<file path="src/rtl/packet_requester_if.sv">
// Flit source handshake plus the request/grant lane toward the 5-port router arbiter.
interface packet_requester_if #(
   parameter int unsigned DATA_W = 32
) ();
   logic              src_valid;
   logic              src_ready;
   logic              src_sop;
   logic [DATA_W-1:0] src_data;
   logic [11:0]       src_len;
   logic              grant;
   logic              req;
   logic [2:0]        flit_id;
   logic [11:0]       length;
   logic              flit_valid;
   logic [DATA_W-1:0] flit_data;
   logic              preempt;
   logic              starve;

   modport master (
      input  src_valid, src_sop, src_data, src_len, grant,
      output src_ready, req, flit_id, length, flit_valid, flit_data, preempt, starve
   );

   modport slave (
      output src_valid, src_sop, src_data, src_len, grant,
      input  src_ready, req, flit_id, length, flit_valid, flit_data, preempt, starve
   );
endinterface

</file>
<file path="src/rtl/packet_requester.sv">
// Per-port packet initiator: buffers source flits, requests the arbiter, streams packets on grant.
// Optional grant-wait starvation watchdog enabled by defining REQ_WATCHDOG_EN.
module packet_requester #(
   parameter int unsigned DATA_W   = 32,
   parameter int unsigned DEPTH    = 8,
   parameter int unsigned WD_LIMIT = 1024
) (
   input  logic               clk,
   input  logic               rst,
   packet_requester_if.master bus
);
   localparam int unsigned AW  = (DEPTH > 1) ? $clog2(DEPTH) : 1;
   localparam int unsigned CW  = AW + 1;
   localparam int unsigned LW  = 12;
   localparam int unsigned WDW = 16;

   localparam logic [2:0] ID_IDLE   = 3'b000;
   localparam logic [2:0] ID_HEAD   = 3'b001;
   localparam logic [2:0] ID_BODY   = 3'b010;
   localparam logic [2:0] ID_TAIL   = 3'b100;
   localparam logic [2:0] ID_SINGLE = 3'b101;

   typedef struct packed {
      logic              sop;
      logic [LW-1:0]     len;
      logic [DATA_W-1:0] data;
   } entry_t;

   typedef enum logic [1:0] {ST_IDLE, ST_REQ, ST_SEND, ST_GAP} state_t;

   state_t            state_q, state_d;
   entry_t            mem_q [DEPTH];
   entry_t            wr_entry;
   entry_t            head;
   logic [AW-1:0]     wr_ptr_q, wr_ptr_d;
   logic [AW-1:0]     rd_ptr_q, rd_ptr_d;
   logic [CW-1:0]     count_q, count_d;
   logic              src_ready_q, src_ready_d;
   logic              in_open_q, in_open_d;
   logic [LW-1:0]     in_rem_q, in_rem_d;
   logic [LW-1:0]     wr_len;
   logic              wr_en, rd_en, empty;
   logic              req_q, req_d;
   logic              flit_valid_q, flit_valid_d;
   logic [2:0]        flit_id_q, flit_id_d;
   logic [LW-1:0]     length_q, length_d;
   logic [DATA_W-1:0] flit_data_q, flit_data_d;
   logic              preempt_q, preempt_d;
   logic [LW-1:0]     rem_q, rem_d;
   logic              first_q, first_d;

   assign empty = (count_q == '0);
   assign head  = mem_q[rd_ptr_q];

   // Input side: length-0 headers count as one flit; orphan body flits are discarded.
   always_comb begin
      wr_en     = 1'b0;
      in_open_d = in_open_q;
      in_rem_d  = in_rem_q;
      wr_len    = (bus.src_len == '0) ? LW'(1) : bus.src_len;
      wr_entry  = '{sop: bus.src_sop, len: wr_len, data: bus.src_data};
      if (bus.src_valid && src_ready_q) begin
         if (bus.src_sop) begin
            wr_en     = 1'b1;
            in_rem_d  = wr_len - LW'(1);
            in_open_d = (wr_len != LW'(1));
         end else if (in_open_q) begin
            wr_en     = 1'b1;
            in_rem_d  = in_rem_q - LW'(1);
            in_open_d = (in_rem_q != LW'(1));
         end
      end
   end

   always_comb begin
      wr_ptr_d    = wr_en ? wr_ptr_q + AW'(1) : wr_ptr_q;
      rd_ptr_d    = rd_en ? rd_ptr_q + AW'(1) : rd_ptr_q;
      count_d     = count_q + CW'(wr_en) - CW'(rd_en);
      src_ready_d = (count_d != CW'(DEPTH));
   end

   // Request/stream state machine; every output is registered from its _d value.
   always_comb begin
      state_d      = state_q;
      rd_en        = 1'b0;
      req_d        = req_q;
      flit_valid_d = 1'b0;
      flit_id_d    = flit_id_q;
      length_d     = length_q;
      flit_data_d  = flit_data_q;
      preempt_d    = 1'b0;
      rem_d        = rem_q;
      first_d      = first_q;
      unique case (state_q)
         ST_IDLE: begin
            req_d = 1'b0;
            if (!empty) begin
               if (head.sop) begin
                  state_d  = ST_REQ;
                  req_d    = 1'b1;
                  length_d = head.len;
                  rem_d    = head.len;
                  first_d  = 1'b1;
               end else begin
                  rd_en = 1'b1;  // stale body left behind by a truncated packet
               end
            end
         end
         ST_REQ: begin
            req_d = 1'b1;
            if (bus.grant) state_d = ST_SEND;
         end
         ST_SEND: begin
            req_d = 1'b1;
            if (!bus.grant) begin
               preempt_d = 1'b1;
               first_d   = 1'b1;
               state_d   = ST_REQ;
            end else if (!empty) begin
               rd_en        = 1'b1;
               flit_valid_d = 1'b1;
               flit_data_d  = head.data;
               first_d      = 1'b0;
               if (rem_q != '0) rem_d = rem_q - LW'(1);
               // A (re)started burst announces the flits still owed so the arbiter timer reloads.
               if (first_q) begin
                  length_d  = rem_q;
                  flit_id_d = (rem_q == LW'(1)) ? ID_SINGLE : ID_HEAD;
               end else begin
                  flit_id_d = (rem_q == LW'(1)) ? ID_TAIL : ID_BODY;
               end
               if (rem_q <= LW'(1)) state_d = ST_GAP;
            end
         end
         ST_GAP: begin
            req_d     = 1'b0;
            flit_id_d = ID_IDLE;
            state_d   = ST_IDLE;
         end
         default: state_d = ST_IDLE;
      endcase
   end

   always_ff @(posedge clk) begin
      if (wr_en) mem_q[wr_ptr_q] <= wr_entry;
   end

   always_ff @(posedge clk or negedge rst) begin
      if (!rst) begin
         state_q      <= ST_IDLE;
         wr_ptr_q     <= '0;
         rd_ptr_q     <= '0;
         count_q      <= '0;
         src_ready_q  <= 1'b0;
         in_open_q    <= 1'b0;
         in_rem_q     <= '0;
         req_q        <= 1'b0;
         flit_valid_q <= 1'b0;
         flit_id_q    <= ID_IDLE;
         length_q     <= '0;
         flit_data_q  <= '0;
         preempt_q    <= 1'b0;
         rem_q        <= '0;
         first_q      <= 1'b1;
      end else begin
         state_q      <= state_d;
         wr_ptr_q     <= wr_ptr_d;
         rd_ptr_q     <= rd_ptr_d;
         count_q      <= count_d;
         src_ready_q  <= src_ready_d;
         in_open_q    <= in_open_d;
         in_rem_q     <= in_rem_d;
         req_q        <= req_d;
         flit_valid_q <= flit_valid_d;
         flit_id_q    <= flit_id_d;
         length_q     <= length_d;
         flit_data_q  <= flit_data_d;
         preempt_q    <= preempt_d;
         rem_q        <= rem_d;
         first_q      <= first_d;
      end
   end

`ifdef REQ_WATCHDOG_EN
   logic [WDW-1:0] wd_cnt_q, wd_cnt_d;
   logic           starve_q, starve_d;

   // Counts consecutive ungranted cycles in REQ; the starvation flag is sticky until reset.
   always_comb begin
      wd_cnt_d = '0;
      starve_d = starve_q;
      if (state_q == ST_REQ && !bus.grant) begin
         wd_cnt_d = (wd_cnt_q == '1) ? wd_cnt_q : wd_cnt_q + WDW'(1);
      end
      if (wd_cnt_d >= WDW'(WD_LIMIT)) starve_d = 1'b1;
   end

   always_ff @(posedge clk or negedge rst) begin
      if (!rst) begin
         wd_cnt_q <= '0;
         starve_q <= 1'b0;
      end else begin
         wd_cnt_q <= wd_cnt_d;
         starve_q <= starve_d;
      end
   end

   assign bus.starve = starve_q;
`else
   logic unused_wd_limit;
   assign unused_wd_limit = ^(32'(WD_LIMIT));
   assign bus.starve      = 1'b0;
`endif

   assign bus.src_ready  = src_ready_q;
   assign bus.req        = req_q;
   assign bus.flit_id    = flit_id_q;
   assign bus.length     = length_q;
   assign bus.flit_valid = flit_valid_q;
   assign bus.flit_data  = flit_data_q;
   assign bus.preempt    = preempt_q;
endmodule

</file>
<file path="src/flat_wrapper.sv">
// flat-port wrapper written by rule: the top's interface ports become plain ports
module packet_requester_flat 
#(
   parameter int unsigned DATA_W   = 32,
   parameter int unsigned DEPTH    = 8,
   parameter int unsigned WD_LIMIT = 1024
)
  (clk, rst, bus_src_valid, bus_src_sop, bus_src_data, bus_src_len, bus_grant, bus_src_ready, bus_req, bus_flit_id, bus_length, bus_flit_valid, bus_flit_data, bus_preempt, bus_starve);
  packet_requester_if #(.DATA_W(DATA_W)) bus_i ();
  input  logic clk;
  input  logic rst;
  input wire logic [$bits(bus_i.src_valid)-1:0] bus_src_valid;
  input wire logic [$bits(bus_i.src_sop)-1:0] bus_src_sop;
  input wire logic [$bits(bus_i.src_data)-1:0] bus_src_data;
  input wire logic [$bits(bus_i.src_len)-1:0] bus_src_len;
  input wire logic [$bits(bus_i.grant)-1:0] bus_grant;
  output wire logic [$bits(bus_i.src_ready)-1:0] bus_src_ready;
  output wire logic [$bits(bus_i.req)-1:0] bus_req;
  output wire logic [$bits(bus_i.flit_id)-1:0] bus_flit_id;
  output wire logic [$bits(bus_i.length)-1:0] bus_length;
  output wire logic [$bits(bus_i.flit_valid)-1:0] bus_flit_valid;
  output wire logic [$bits(bus_i.flit_data)-1:0] bus_flit_data;
  output wire logic [$bits(bus_i.preempt)-1:0] bus_preempt;
  output wire logic [$bits(bus_i.starve)-1:0] bus_starve;
  assign bus_i.src_valid = bus_src_valid;
  assign bus_i.src_sop = bus_src_sop;
  assign bus_i.src_data = bus_src_data;
  assign bus_i.src_len = bus_src_len;
  assign bus_i.grant = bus_grant;
  assign bus_src_ready = bus_i.src_ready;
  assign bus_req = bus_i.req;
  assign bus_flit_id = bus_i.flit_id;
  assign bus_length = bus_i.length;
  assign bus_flit_valid = bus_i.flit_valid;
  assign bus_flit_data = bus_i.flit_data;
  assign bus_preempt = bus_i.preempt;
  assign bus_starve = bus_i.starve;
  packet_requester #(.DATA_W(DATA_W), .DEPTH(DEPTH), .WD_LIMIT(WD_LIMIT)) u_core (.clk(clk), .rst(rst), .bus(bus_i));
endmodule
</file>
<file path="config.mk">
export PLATFORM = sky130hd
export DESIGN_NAME = packet_requester_flat
export DESIGN_NICKNAME = d
export VERILOG_FILES = /design/src/rtl/packet_requester_if.sv /design/src/rtl/packet_requester.sv /design/src/flat_wrapper.sv
export SDC_FILE = /design/constraint.sdc
export NUM_CORES = 1
export LEC_CHECK = 0
export ABC_AREA = 1
export CELL_PAD_IN_SITES_DETAIL_PLACEMENT = 0
export CELL_PAD_IN_SITES_GLOBAL_PLACEMENT = 2
export CORE_ASPECT_RATIO = 1.2
export CORE_MARGIN = 4
export CORE_UTILIZATION = 44
export DETAILED_ROUTE_END_ITERATION = 12
export PLACE_DENSITY = 0.83
export SLEW_MARGIN = 20
export SYNTH_ARGS = -nofsm -noshare
export SYNTH_HDL_FRONTEND = slang
export SYNTH_SLANG_ARGS = --single-unit
</file>
<file path="constraint.sdc">
create_clock -name clk -period 9.6 [get_ports clk]
set_input_delay 1.92 -clock clk [delete_from_list [all_inputs] [get_ports clk]]
set_output_delay 1.92 -clock clk [all_outputs]
set_load 0.02 [all_outputs]
</file>
==> results.yml, run 1 <==
sta:
  rsz0062_at_grt: "no"
  finalClockSkew_ns: 0.0308
  worstMarginPinSlew_ns: 1.10
  max_freq_mhz: 193
  setup_ws_ns: 4.43
  whs_ns: 0.475
  finalSetupViolCount: 0
  hold_viol: 0
  max_slew_margin_pct: 27.0
  finalSetupTns_ns: 0
  min_period_ns: 5.17
  slew_violations: 0
  period_share_pct: 53.9
placement:
  gp_congestion: 0.852
  hpwl_um: 26100
  port-buffer-count: 99
  dpl_worst_slack_ns: 3.79
worst_setup_path:
  critical_path_arrival_ns: 5.39
  worst_path_max_delay_cell: "clkdlybuf4s50_1"
  worstSetupPathType: "in -> reg"
  crit_path_cell_trace: "clkdlybuf4s50_1 > inv_1 > nor2_2 > nor2_4 > inv_2 > nand2_1 > nor2_4 > buf_4"
  critPathLaunchType: "input port"
  required_ns: 9.82
  crit_buf_inv: 4
  endpoint_kind: "register"
  path_delay_family: "buffers and inverters"
  max_stage_delay_ns: 0.89
  path_max_fanout: 27
  crit_path_frequent_cell: "nor2_4"
finish:
  finish.utilization_pct: 51.8
  nets: 1800
  area_growth_pct: 15.7
  drive_above_1_share_pct: 7.34
  antenna_cells: 0
yosys:
  netlist_instances: 1666
  synth-seq-cells: 449
  syn_nets: 1733
  ys.flop_type: "edfxtp_1"
  ys_warn_count: 0
  synth_cell_types: 43
  synth_area_um2: 18800
  synth_seq_area_share_pct: 69.3
  avgSynthCellArea_um2: 11.3
  async_flop_share_pct: 19.8
  yosysTopAreaCell: "edfxtp_1"
  yosys.area.top_type_share_pct: 57.4
  synth_area_leaders: "edfxtp_1 (57%), dfrtp_1 (12%), nor2_1 (5.7%), o21ai_0 (5.4%), nand2_1 (5.2%)"
  synth_edf_count: 360
route:
  vias: 12500
  firstDrtPassIters: 7
  via_per_inst: 5.41
  wirelength_um: 46400
  ant_nets: 0
  wl_per_cell_um: 20.0
  drtIter0Drc: 829
  drc: 0
clock_tree:
  post_cts_buffers: 0
  cts-htree-levels: 2
  hold_buffers: 0
  cts_made_buffers: 46
  cts-resized-gates: 0
  clock_path_buffers: 3
  clk_pin_slew_ns: 0.06
  cts.sink_count: 449
  cts_tree: "built"
  clk_latency_ns: 0.58
  cts_root_buffer: "clkbuf_16"
global_routing:
  globalRouteOverflowTotal: 0
  grt_pass1_wl_um: 71500
  track_usage_pct: 19.8
  antenna_found_initial: 1
  first_global_vias: 12500
  grt_max_degree: 127
die:
  die_area_um2: 46200
  core_area_um2: 42100
  die_y_um: 235
  io-pin-count: 101
  core.rowCount: 82
  die_w_um: 197
  initial_core_util_pct: 44.8
pwr:
  vdd_drop_max_v: 0.000159
  power_mw: 6.91
  cellLeakagePower_nw: 8.04
  cellPowerDensity_nw_per_um2: 317
hold_path:
  min_path_type: "reg -> reg"
run_status:
  status: "complete, no violations"
flow_run:
  drv_cap: 0
## through the flow
stage               instance area (um2)  cells
floorplan                         18800   1666
global placement                  20200   2231
detailed placement                20200   2231
CTS                               21800   2317
global route                      21800   2317
finish                            21800   2317
## tightest hold or removal path, stage by stage, from the launching register on
cell     delay [ns]
dfrtp_1        0.34
nand2_1        0.05
nand2_1        0.05
## synthesized netlist by cell type (2+ instances only)
library cell and count:
o221ai_1 30, o22ai_1 35, nand4_1 6, dfrtp_1 88, nor2_1 287, buf_4 16
nor3_1 4, o21ai_0 205, buf_2 18, nand2_1 259, inv_2 8, buf_6 6
xor2_1 6, or2_2 2, clkbuf_1 51, nor2_2 7, a21oi_1 12, xnor2_1 3
nand2_2 3, edfxtp_1 360, buf_8 2, o21a_1 2, nand3_2 2, nand3_1 115
nor2_4 3, inv_1 70, ha_1 17, buf_1 3, o211ai_1 3, o21ai_1 30
## final timing paths
| path | startpoint | endpoint | slack (ns) | cells past startpoint |
|---|---|---|---|---|
| max | bus_src_sop | u_core.mem_q[3][30] | 4.43 | 8 |
| min | u_core.bus.length[8] | u_core.bus.length[8] | 0.47 | 2 |
| max reg2reg | u_core.state_q[0] | u_core.bus.src_ready | 5.21 | 16 |
| min reg2reg | u_core.bus.length[8] | u_core.bus.length[8] | 0.47 | 2 |
| max in group asynchronous | rst | u_core.rd_ptr_q[0] | 7.02 | 2 |
| min in group asynchronous | rst | u_core.in_rem_q[8] | 1.39 | 1 |
## kinds of logic (layout without fill, tap and decap cells)
logic type	Yosys count	count (layout)	synth area share, %
buffers and inverters	175	280	4.37
XOR/XNOR	9	9	0.419
AND/OR/NAND/NOR	691	691	15.1
other	1	1	0.0199
adder cells (fa/ha/maj)	18	18	1.24
AO/OA/AOI/OAI	323	323	9.62
flip-flops	449	449	69.3
## layout by cell type, fill, tap and decap left out, types with 30 or more instances in the layout
cell	n
edfxtp_1	360
o21ai_1	30
clkbuf_16	47
o21ai_0	205
o22ai_1	35
nand3_1	115
dfrtp_1	85
nand2_1	259
o221ai_1	30
nor2_1	279
clkdlybuf4s50_1	98
inv_1	70
## flip-flops by register name, indices dropped and copies added (netlist names)
| register | count |
|---|---|
| u_core.in_open_q | 1 |
| u_core.bus.src_ready | 1 |
| u_core.count_q | 4 |
| u_core.first_q | 1 |
| u_core.bus.preempt | 1 |
| u_core.mem_q | 360 |
| u_core.rem_q | 12 |
| u_core.wr_ptr_q | 3 |
| u_core.bus.flit_valid | 1 |
| u_core.bus.req | 1 |
| u_core.in_rem_q | 12 |
| u_core.state_q | 2 |
| u_core.bus.length | 12 |
| u_core.bus.flit_id | 3 |
| u_core.rd_ptr_q | 3 |
| u_core.bus.flit_data | 32 |
## routing by layer
metal  GRT usage (%)  vias up  share of wire [%]
met5               0        -              0.028
met4            5.27        2                2.2
met3            2.95       77                4.2
met2            33.7      271                 49
met1            27.0     6208                 44
li1                -     5969                  -
## cell type report
type,instances,area (um2)
repair buffers,116,1120
clock buffers,58,1230
multi-input cells,1042,5030
clock inverters,28,387
well taps,546,683
flip-flops and latches,449,13000
fillers,3772,20300
inverters,78,295
## where the power goes
part	total, mW	switching [mW]	internal (mW)
Sequential	2.73	0.223	2.51
Combinational	2.31	1.57	0.745
Clock	1.87	0.758	1.11
Power figures use the tool's default switching activity.
==> run 2: changes to the inputs <==
- CORE_UTILIZATION: 44 -> 37
- PLACE_DENSITY: 0.83 -> 0.74
- clock period: 9.6 -> 4.48 ns (I/O delays scaled with it)
==> results.yml, run 2 (synthesis gave the netlist of run 1 again) <==
hold_path:
  min_path_type: "in -> async"
pwr:
  p_int_mw: 9.42
  vdd_drop_max_v: 0.000348
  power_frac_seq_pct: 38.9
  p_comb_share_pct: 34.1
  cellLeakagePower_nw: 8.11
  cellPowerDensity_nw_per_um2: 680
  p_sw_share_pct: 37.0
  switchingPower_mw: 5.53
  p_clk_share_pct: 27.1
clock_tree:
  cts_made_buffers: 46
  post_cts_buffers: 0
  clk_latency_ns: 0.58
  cts-resized-gates: 0
  hold_buffers: 0
  cts_tree: "built"
  cts.sink_count: 449
  clk_pin_slew_ns: 0.06
  clock_path_buffers: 3
  cts-htree-levels: 2
  cts_root_buffer: "clkbuf_16"
placement:
  port-buffer-count: 99
  placed_cells_incl_taps: 2342
  gp_congestion: 0.788
  hpwl_um: 27900
  dpl_worst_slack_ns: 0.693
sta:
  setup_ws_ns: 1.24
  worstMarginPinSlew_ns: 1.07
  finalClockSkew_ns: 0.00948
  slew_violations: 0
  max_freq_mhz: 308
  max_slew_margin_pct: 28.7
  finalSetupViolCount: 0
  finalSetupTns_ns: 0
  whs_ns: 0.384
  min_period_ns: 3.24
  hold_viol: 0
  rsz0062_at_grt: "no"
  period_share_pct: 72.4
die:
  die_area_um2: 54600
  core.rowCount: 90
  io-pin-count: 101
  die_y_um: 255
  initial_core_util_pct: 37.4
  die_w_um: 214
  core_area_um2: 50300
finish:
  antenna_cells: 0
  drive_above_1_share_pct: 7.91
  top_register: "u_core.mem_q"
  mostFrequentLayoutCells: "edfxtp_1 (360), nor2_1 (279), nand2_1 (259)"
  n_fill_cell: 4630
  largest_register_ffs: 360
  instances_no_fill: 2426
  area_growth_pct: 16.8
  nets: 1813
  finish.utilization_pct: 43.7
  mostFrequentLayoutCell: "edfxtp_1"
run_status:
  status: "complete, no violations"
route:
  drtIter0Drc: 622
  via_per_inst: 5.08
  wl_per_cell_um: 19.9
  drc: 0
  ant_nets: 0
  vias: 12300
  firstDrtPassIters: 5
  wirelength_um: 48400
worst_setup_path:
  required_ns: 4.99
  path_max_fanout: 79
  critical_path_arrival_ns: 3.75
  endpoint_kind: "register"
  rrSetupSlack_ns: 1.24
  worstSetupPathType: "reg -> reg"
  critPathLaunchType: "register"
global_routing:
  track_usage_pct: 17.3
  globalRouteOverflowTotal: 0
  first_global_vias: 12300
  grt_max_degree: 97
  grt_pass1_wl_um: 73300
  antenna_found_initial: 1
flow_run:
  drv_cap: 0
==> run 2: cell count changes in the layout (fill, tap and decap cells not counted), sizes merged <==
cell and change:
buf +13, clkinv -3, bufinv +1, clkbuf +1
inv -1
==> run 2: final timing paths <==
kind,from,endpoint,depth (start not counted)
min in group clk,u_core.bus.length[8],u_core.bus.length[8],2
max reg2reg,u_core.rd_ptr_q[0],u_core.bus.flit_data[11],7
min reg2reg,u_core.bus.length[8],u_core.bus.length[8],2
min,rst,u_core.bus.length[4],1
max in group asynchronous,rst,u_core.first_q,2
max,u_core.rd_ptr_q[0],u_core.bus.flit_data[11],7
==> run 2: layout make-up <==
type | instances | area (um2) | area share, %
clock buffers | 59 | 1240 | 5.64
multi-input cells | 1042 | 5030 | 22.9
well taps | 644 | 806 | 3.66
repair buffers | 129 | 1230 | 5.57
flip-flops and latches | 449 | 13000 | 59.3
clock inverters | 25 | 354 | 1.61
inverters | 78 | 295 | 1.34
==> run 2: metal layers <==
metal | vias up | part of all wire (%) | GRT usage [%]
li1 | 5982 | - | -
met5 | - | 0.027 | 0
met1 | 6049 | 45 | 23.1
met2 | 210 | 48 | 29.3
met3 | 69 | 3.9 | 3.23
met4 | 2 | 2.2 | 4.85
==> run 2: power groups by stage <==
stage,Clock [mW],Combinational (mW),Sequential (mW)
floorplan,0,3.31,6.00
global placement,0,5.13,5.88
detailed placement,0,5.18,5.89
CTS,4.15,5.20,5.81
global route,4.31,5.71,5.89
finish,4.05,5.10,5.81
==> run 2: stage by stage <==
stage | area, um2 | total power, mW
after floorplan | 18800 | 9.31
after global placement | 20400 | 11.0
after detailed placement | 20400 | 11.1
after CTS | 22000 | 15.2
after global routing | 22000 | 15.9
final | 22000 | 15.0
==> run 2: critical path: stages, from the launching register on <==
cell and delay, ns:
dfrtp_4 0.63, inv_4 0.28, buf_4 0.66, buf_4 0.76, o21ai_0 0.16, o221ai_1 0.31, nand3_1 0.18, nand2_1 0.09
==> run 3: changes to the inputs <==
- clock period: 4.48 -> 2.63 ns (I/O delays scaled with it)
==> results.yml, run 3 (synthesis gave the netlist of run 1 again) <==
die:
  initial_core_util_pct: 37.4
  io-pin-count: 101
  die_w_um: 214
  die_area_um2: 54600
  core_area_um2: 50300
  die_y_um: 255
  core.rowCount: 90
global_routing:
  grtUsageMet1_pct: 23.3
  first_global_vias: 12500
  globalRouteOverflowTotal: 0
  antenna_found_initial: 0
  grt_pass1_wl_um: 75700
  busiest_layer: "met2"
  grt_max_degree: 84
  grt_use_met2_pct: 30.9
  use_met3_pct: 2.79
  track_usage_pct: 17.8
worst_setup_path:
  rr_endpoint: "u_core.bus.src_ready"
  max_stage_delay_ns: 0.53
  worst_path_max_delay_cell: "dfrtp_4"
  crit_path_frequent_cell: "nand2_2"
  rrSetupSlack_ns: 0.12
  endpoint_kind: "register"
  critical_path_arrival_ns: 2.99
  required_ns: 3.11
  worstSetupPathType: "reg -> reg"
  rr_startpoint: "u_core.rd_ptr_q[0]"
  crit_path_cell_trace: "inv_4 > nand2_2 > nand3_2 > nand2_1 > nand2_1 > nand2_2 > nor2_4 > nand2_2 > nand2_2 > ha_4 > inv_4 > ha_4 > inv_1 > fa_1 > inv_2 > nor3_2 > nand2_1"
  crit_buf_inv: 4
  r2r_cells: 17
  critPathLaunchType: "register"
  path_delay_family: "adder cells"
  path_max_fanout: 8
pwr:
  p_int_mw: 16.3
  power_frac_seq_pct: 37.7
  vdd_drop_max_v: 0.000512
  cellPowerDensity_nw_per_um2: 1140
  p_comb_share_pct: 36.5
  power_mw: 26.0
  switchingPower_mw: 9.64
  cellLeakagePower_nw: 8.48
  p_clk_share_pct: 25.8
  p_sw_share_pct: 37.1
flow_run:
  drv_cap: 0
route:
  drtIter0Drc: 863
  via_per_inst: 5.08
  vias: 12700
  wirelength_um: 49300
  ant_nets: 0
  drc: 0
  firstDrtPassIters: 7
  wl_per_cell_um: 19.8
clock_tree:
  clock_path_buffers: 3
  cts_made_buffers: 47
  clk_latency_ns: 0.60
  cts-htree-levels: 2
  cts_tree: "built"
  cts.sink_count: 449
  clk_pin_slew_ns: 0.06
  cts_root_buffer: "clkbuf_16"
finish:
  area_growth_pct: 20.8
  finish.utilization_pct: 45.2
  instances_no_fill: 2497
  nets: 1881
  drive_above_1_share_pct: 12.2
  largest_register_ffs: 360
  top_register: "u_core.mem_q"
  antenna_cells: 0
  mostFrequentLayoutCell: "edfxtp_1"
  mostFrequentLayoutCells: "edfxtp_1 (360), nor2_1 (279), nand2_1 (251)"
  n_fill_cell: 4611
placement:
  placed_cells_incl_taps: 2400
  hpwl_um: 29600
  port-buffer-count: 99
  gp_congestion: 0.785
  dpl_worst_slack_ns: -0.190
sta:
  period_share_pct: 95.3
  max_slew_margin_pct: 49.9
  slew_violations: 0
  hold_viol: 0
  finalSetupViolCount: 0
  max_freq_mhz: 399
  finalClockSkew_ns: 0.0176
  min_period_ns: 2.51
  worstMarginPinSlew_ns: 0.751
  setup_ws_ns: 0.122
run_status:
  status: "complete, no violations"
hold_path:
  min_path_type: "in -> async"
-- run 3: cell types whose count changed in the layout (fill, tap and decap cells not counted), moves of 4 or more --
cell | before | now
nand3_1 | 115 | 111
buf_12 | 1 | 16
nand3_2 | 2 | 6
nand2_2 | 3 | 11
nand2_1 | 259 | 251
bufinv_16 | 8 | 3
buf_4 | 30 | 80
-- run 3: what timing repair did --
action	4_1_cts	5_1_grt
hold buffers	1	0
endpoints found under the hold margin	26	0
pin swaps	0	8
endpoints found under the setup margin	6	8
buffers inserted	1	7
gates resized for setup	3	21
-- run 3: power by group through the flow --
stage	combinational, mW	sequential (mW)	clock [mW]
global placement	9.23	9.91	0
global route	10.7	9.93	7.16
floorplan	5.68	10.2	0
finish	9.49	9.79	6.70
detailed placement	9.31	9.93	0
CTS	9.40	9.79	6.89
-- run 3: worst max path at each step --
stage / startpoint / to / slack, ns / depth (start not counted)
finish: u_core.rd_ptr_q[0] / u_core.bus.src_ready / 0.12 / 17
global route: u_core.rd_ptr_q[0] / u_core.bus.src_ready / -0.03 / 17
CTS: u_core.rd_ptr_q[0] / u_core.bus.src_ready / 0.009 / 17
detailed placement: bus_grant / u_core.bus.src_ready / -0.19 / 13
global placement: bus_grant / u_core.bus.src_ready / -0.22 / 13
floorplan: bus_src_sop / u_core.mem_q[1][0] / -0.34 / 8
-- run 3: area by class of cell --
class | count | area, um2 | area share (%)
flip-flops and latches | 449 | 13000 | 57.4
multi-input cells | 1042 | 5100 | 22.4
repair buffers | 196 | 1920 | 8.46
clock buffers | 65 | 1330 | 5.83
well taps | 644 | 806 | 3.54
inverters | 78 | 298 | 1.31
clock inverters | 23 | 241 | 1.06
-- run 3: per-layer routing --
| layer | routed length (um) | vias up |
|---|---|---|
| met5 | 0 | - |
| met4 | 1100 | 0 |
| met3 | 2020 | 66 |
| met2 | 24400 | 250 |
| met1 | 21800 | 6246 |
| li1 | - | 6122 |
-- run 3: metrics by stage --
stage / hold slack [ns] / setup TNS (ns) / instance area, um2
after floorplan: 0.230 / -107.16 / 18900
after global placement: 0.466 / -11.72 / 21000
after detailed placement: 0.467 / -15.64 / 21000
after CTS: 0.402 / 0 / 22600
after global routing: 0.443 / -0.0327 / 22700
final: 0.415 / 0 / 22700
